===== src/rtl/non_pipeline.sv =====
// Multi-cycle, non-pipelined evaluator of result = a*b*c + d (unsigned, full precision).
// One computation in flight at a time: operands are captured on the start edge, then
// the two products and the final sum are formed in three successive states.
module non_pipeline #(
  parameter int unsigned WIDTH = 8
) (
  input  logic                 clk,
  input  logic                 reset,
  input  logic                 start,
  input  logic [WIDTH-1:0]     a,
  input  logic [WIDTH-1:0]     b,
  input  logic [WIDTH-1:0]     c,
  input  logic [WIDTH-1:0]     d,
  output logic                 busy,
  output logic                 done,
  output logic [3*WIDTH-1:0]   result
);

  typedef enum logic [1:0] {StIdle, StMulAb, StMulC, StAddD} state_e;

  state_e               state_q, state_d;
  logic [WIDTH-1:0]     a_q, a_d;
  logic [WIDTH-1:0]     b_q, b_d;
  logic [WIDTH-1:0]     c_q, c_d;
  logic [WIDTH-1:0]     d_q, d_d;
  logic [2*WIDTH-1:0]   p1_q, p1_d;
  logic [3*WIDTH-1:0]   p2_q, p2_d;
  logic [3*WIDTH-1:0]   result_q, result_d;
  logic                 busy_q, busy_d;
  logic                 done_q, done_d;

  // Next-state and datapath: each state performs exactly one arithmetic step.
  always_comb begin
    state_d  = state_q;
    a_d      = a_q;
    b_d      = b_q;
    c_d      = c_q;
    d_d      = d_q;
    p1_d     = p1_q;
    p2_d     = p2_q;
    result_d = result_q;
    busy_d   = busy_q;
    done_d   = 1'b0;
    unique case (state_q)
      StIdle: begin
        if (start) begin
          a_d     = a;
          b_d     = b;
          c_d     = c;
          d_d     = d;
          busy_d  = 1'b1;
          state_d = StMulAb;
        end
      end
      StMulAb: begin
        // Zero-extend so the product is formed at full 2*WIDTH precision.
        p1_d    = {{WIDTH{1'b0}}, a_q} * {{WIDTH{1'b0}}, b_q};
        state_d = StMulC;
      end
      StMulC: begin
        p2_d    = {{WIDTH{1'b0}}, p1_q} * {{(2*WIDTH){1'b0}}, c_q};
        state_d = StAddD;
      end
      StAddD: begin
        // Max value (2^W-1)^3 + (2^W-1) still fits in 3*WIDTH bits.
        result_d = p2_q + {{(2*WIDTH){1'b0}}, d_q};
        done_d   = 1'b1;
        busy_d   = 1'b0;
        state_d  = StIdle;
      end
      default: begin
        state_d = StIdle;
        busy_d  = 1'b0;
      end
    endcase
  end

  // State and output registers; reset clears everything without waiting for clk.
  always_ff @(posedge clk or posedge reset) begin
    if (reset) begin
      state_q  <= StIdle;
      a_q      <= '0;
      b_q      <= '0;
      c_q      <= '0;
      d_q      <= '0;
      p1_q     <= '0;
      p2_q     <= '0;
      result_q <= '0;
      busy_q   <= 1'b0;
      done_q   <= 1'b0;
    end else begin
      state_q  <= state_d;
      a_q      <= a_d;
      b_q      <= b_d;
      c_q      <= c_d;
      d_q      <= d_d;
      p1_q     <= p1_d;
      p2_q     <= p2_d;
      result_q <= result_d;
      busy_q   <= busy_d;
      done_q   <= done_d;
    end
  end

  assign busy   = busy_q;
  assign done   = done_q;
  assign result = result_q;

endmodule


===== config.mk =====
export PLATFORM = sky130hd
export DESIGN_NAME = non_pipeline
export DESIGN_NICKNAME = d
export VERILOG_FILES = /design/src/rtl/non_pipeline.sv
export SDC_FILE = /design/constraint.sdc
export NUM_CORES = 1
export LEC_CHECK = 0
export CAP_MARGIN = 0
export CORE_MARGIN = 2
export CORE_UTILIZATION = 40
export DETAILED_ROUTE_END_ITERATION = 7
export GPL_TIMING_DRIVEN = 0
export HOLD_SLACK_MARGIN = 0.05
export PLACE_DENSITY = 0.58
export SETUP_SLACK_MARGIN = 0.2
export SKIP_LAST_GASP = 1
export SYNTH_ARGS = -nofsm -noshare
export SYNTH_HDL_FRONTEND = slang
export SYNTH_SLANG_ARGS = --single-unit

===== constraint.sdc =====
create_clock -name clk -period 6.6 [get_ports clk]
set_input_delay 0.66 -clock clk [delete_from_list [all_inputs] [get_ports clk]]
set_output_delay 0.66 -clock clk [all_outputs]
set_load 0.02 [all_outputs]

# After elaboration in Yosys (flattened, before gate mapping)
# Index checks and enable logic that the tools add are counted.
# totals
ff_bits,100
inputBits,35
out_inout_bits,26
wordCells,26
# op_classes
n_addsub,1
mul,2
n_eq_ne,4
mux,5
reduce_logical,4
# op_table
op,n
24-bit by 8-bit adder with 24-bit output,1
16-bit by 8-bit multiplier with 24-bit output,1
8-bit by 8-bit multiplier with 16-bit output,1
2-bit one-hot mux with 4 select lines,1
2-bit equality test (second input constant),2
2-bit AND reduction,2
2-bit by 1-bit equality test with 1-bit output (second input constant),1
2-bit zero test,1
1-bit 2-to-1 mux,2
2-bit 2-to-1 mux,1
2-bit != test (second input constant),1
1-bit one-hot mux with 2 select lines,1
2-bit nonzero test,1

# Logic depth before layout (Yosys ltp)
# logic_depth
word_depth,3
mapped_depth,18
depth_no_buf,16

# Least setup slack after synthesis
# OpenSTA, ideal clock, no wires.
# synth_path
kind,register to register
from,reg c_q[7]
to,reg p2_q[21]
setup_ps,120
arrival_ps,4504
setup_slack_ps,1976
path_stages_with_launch,17
path_cell_list,dfrtp_1 -> clkbuf_1 -> and2_1 -> fa_1 -> fa_1 -> fa_1 -> inv_1 -> fa_1 -> inv_1 -> ha_1 -> buf_6 -> a21o_1 -> a21o_1 -> a21oi_2 -> nor4bb_2 -> o211ai_1 -> a31o_1
# synth_via
elab_chain_cells,1
# synth_rtl
item,line_no,source
"start, declared",24,"logic [WIDTH-1:0] c_q, c_d;"
"start signal, assigned",84,c_q <= '0;
"start signal, assigned",95,c_q <= c_d;
16-bit by 8-bit multiplier with 24-bit output,61,"p2_d = {{WIDTH{1'b0}}, p1_q} * {{(2*WIDTH){1'b0}}, c_q};"
"end signal, assigned",98,p2_q <= p2_d;
"end, declared",27,"logic [3*WIDTH-1:0] p2_q, p2_d;"
# No other way between the ends.
# A chain may end at the register's enable or synchronous reset.

# Worst setup path in the final report
# layout_path
from,reg c_q[3]
to,reg p2_q[22]
# Same word-level chain as after synthesis.

==> flow_summary.toml <==
[placement]
gp_congestion = 0.8372
port_buffers = 60
post-place-ws_ps = 1335
hpwl_mm = 18.86

[worst_setup_path]
critPathRequiredTime_ps = 6880
crit_top_cell = "fa_1"
crit_type = "flip-flop to flip-flop"
crit_chain = "clkbuf_1, and2_1, fa_1, fa_1, fa_1, inv_1, fa_1, inv_1, ha_1, a211o_1, a21oi_1, a21oi_1, a31o_2, o21a_1, o31ai_2"
slowest_stage = "fa_1"
startpoint_type = "flip-flop"
worstPathArrival_ps = 5570
crit_buf_inv = 3
crit_family = "adder cells"
cp_max_fo = 10
slowest_delay_ps = 560
critPathCaptureType = "flip-flop"

[global_route]
track_usage_pct = 17.80
grt_overflow_total = 0
grt_max_degree = 62
grt_pass1_wl_mm = 40.29
antenna_found_initial = 0
grt_pass1_vias = 7934

[die]
row_count = 59
core_um2 = 26130
dieArea_um2 = 28070
initial_utilization_pct = 40.94
die_x_um = 167.5
die_y_um = 167.5
ios = 61

[final_layout]
num-nets-final = 1427
final_cell_mix = "inv_1, and2_1, fa_1"
fillers = 2544
syn_to_final_growth_pct = 12.80
diodes = 0
drive_above_1_share_pct = 8.615
layout_commonest_cell = "inv_1"

[route]
drt_iter0_drc = 335
drtPass1Iterations = 6
ant_nets = 0
wl_mm = 23.33
vias = 7716
via_per_inst = 5.080
drc_errors = 7
wire_per_inst_um = 15.36

[synthesis]
ys_seq_area_share_pct = 23.39
netlist_instances = 1107
synth.distinct_cells = 71
syn_nets = 1355
synth_edf_count = 0
postSynthAreaPerCell_um2 = 9.664
synthFlopType = "dfrtp_1"
synthArstFlopShare_pct = 100.0
yosys_warnings = 0
netlist_area_um2 = 10700
ys_ff_latch = 100

[timing]
final_hold_viol_count = 0
setup_viol = 0
tns_ps = 0
fmax_mhz = 189.1
finalCritPeriodShare_pct = 80.14
drv_slew = 0
worst_pin_slew_ps = 794.7
min_period_ps = 5289
slew-limit-headroom_pct = 47.02
timing.final.ws_setup_ps = 1311
rsz0062_at_grt = "false"
finClkSkew_ps = 16.14

[clock_tree]
clockBufferDepth = 2
cts_tree = "done"
cts_resized = 0
cts_setup_buffers = 0
cts_buffers = 9
htreeDepth = 3
path_clk_slew_ps = 80
root_buffer = "clkbuf_16"
clkLatencyLatePin_ps = 370
clock_sinks = 100
cts_hold_buf = 0

[run_status]
violations = "design-rule violations"
status = "finished with violations"

[job]
drv_cap = 0

[hold_path]
hold_path.class = "flip-flop to flip-flop"
## cell usage after synthesis (all sizes together), types with 2 or more instances
library cell	number	share of area [%]
a2111oi	3	0.37
o31ai	6	0.51
o21a	8	0.56
ha	92	11
nand2	90	3.2
o211ai	7	0.49
a21oi	51	2.5
and4	3	0.25
buf	8	0.39
o311ai	6	0.49
nand4b	2	0.16
a211oi	12	1.1
and2	137	8.0
a31oi	3	0.18
a21o	12	0.84
o21bai	2	0.14
and3	5	0.29
inv	178	6.2
nor2b	5	0.29
or4	2	0.14
nor4	4	0.35
a22oi	2	0.14
nand4	6	0.35
nand3	18	0.89
xnor2	28	2.3
a211o	5	0.41
or2	2	0.12
fa	121	23
mux2	53	5.6
o2111ai	2	0.16
clkbuf	25	0.88
nor4b	2	0.22
or3	3	0.27
a221oi	2	0.16
a31o	4	0.33
dfrtp	100	23
nor2	44	1.6
o22ai	4	0.35
o21ai	24	1.2
nor3	14	0.70
## path summary, 6_finish.rpt
| kind | start | depth (start not counted) | slack [ps] | endpoint |
|---|---|---|---|---|
| max | c_q[3] | 15 | 1310 | p2_q[22] |
| min | result[4] | 1 | 510 | result[4] |
| max reg2reg | c_q[3] | 15 | 1310 | p2_q[22] |
| min reg2reg | result[4] | 1 | 510 | result[4] |
| max in group asynchronous | reset | 3 | 5230 | p2_q[16] |
| min in group asynchronous | reset | 2 | 690 | c_q[7] |
## kinds of logic after synthesis
family / after synthesis / synth area share (%)
flops: 100 / 23.39
simple gates: 341 / 17.18
fa+ha+maj: 213 / 33.40
mux: 54 / 5.672
compound gates: 159 / 10.47
xor+xnor: 29 / 2.374
buf+inv: 211 / 7.509
## cell type report
cell class	count	area, um^2	share of cell area (%)
Buffer	33	135.1	1.120
Sequential cell	100	2502	20.74
Timing Repair Buffer	61	628.1	5.205
Clock buffer	9	225.2	1.866
Multi-Input combinational cell	796	7392	61.26
Inverter	178	670.6	5.558
Tap cell	335	419.2	3.474
Clock inverter	7	93.84	0.7777
## state kept, by name, indices dropped and copies added (netlist names)
register,count
c_q,8
a_q,8
result,24
d_q,8
busy,1
p1_q,16
state_q,2
b_q,8
p2_q,24
done,1
## routing by layer
layer	global-route usage, %	vias to the layer above	routed length, um
met4	4.234	0	323
met2	31.19	96	11380
met3	1.938	22	522
met1	23.71	3850	11110
li1	-	3748	-
met5	0	-	0
## metrics by stage
step                      instance area, um^2  hold slack [ps]  utilization (%)  instances
after CTS                               12070            515.6            46.17       1519
final                                   12070            507.8            46.17       1519
after global routing                    12070            533.7            46.17       1519
after detailed placement                11750            500.2            44.95       1503
after global placement                  11720            495.2            44.84       1502
after floorplan                         10700            458.7                -       1107
Power is not shown: default switching activity piles up to over one toggle a cycle in this logic, so the estimate is an artifact.
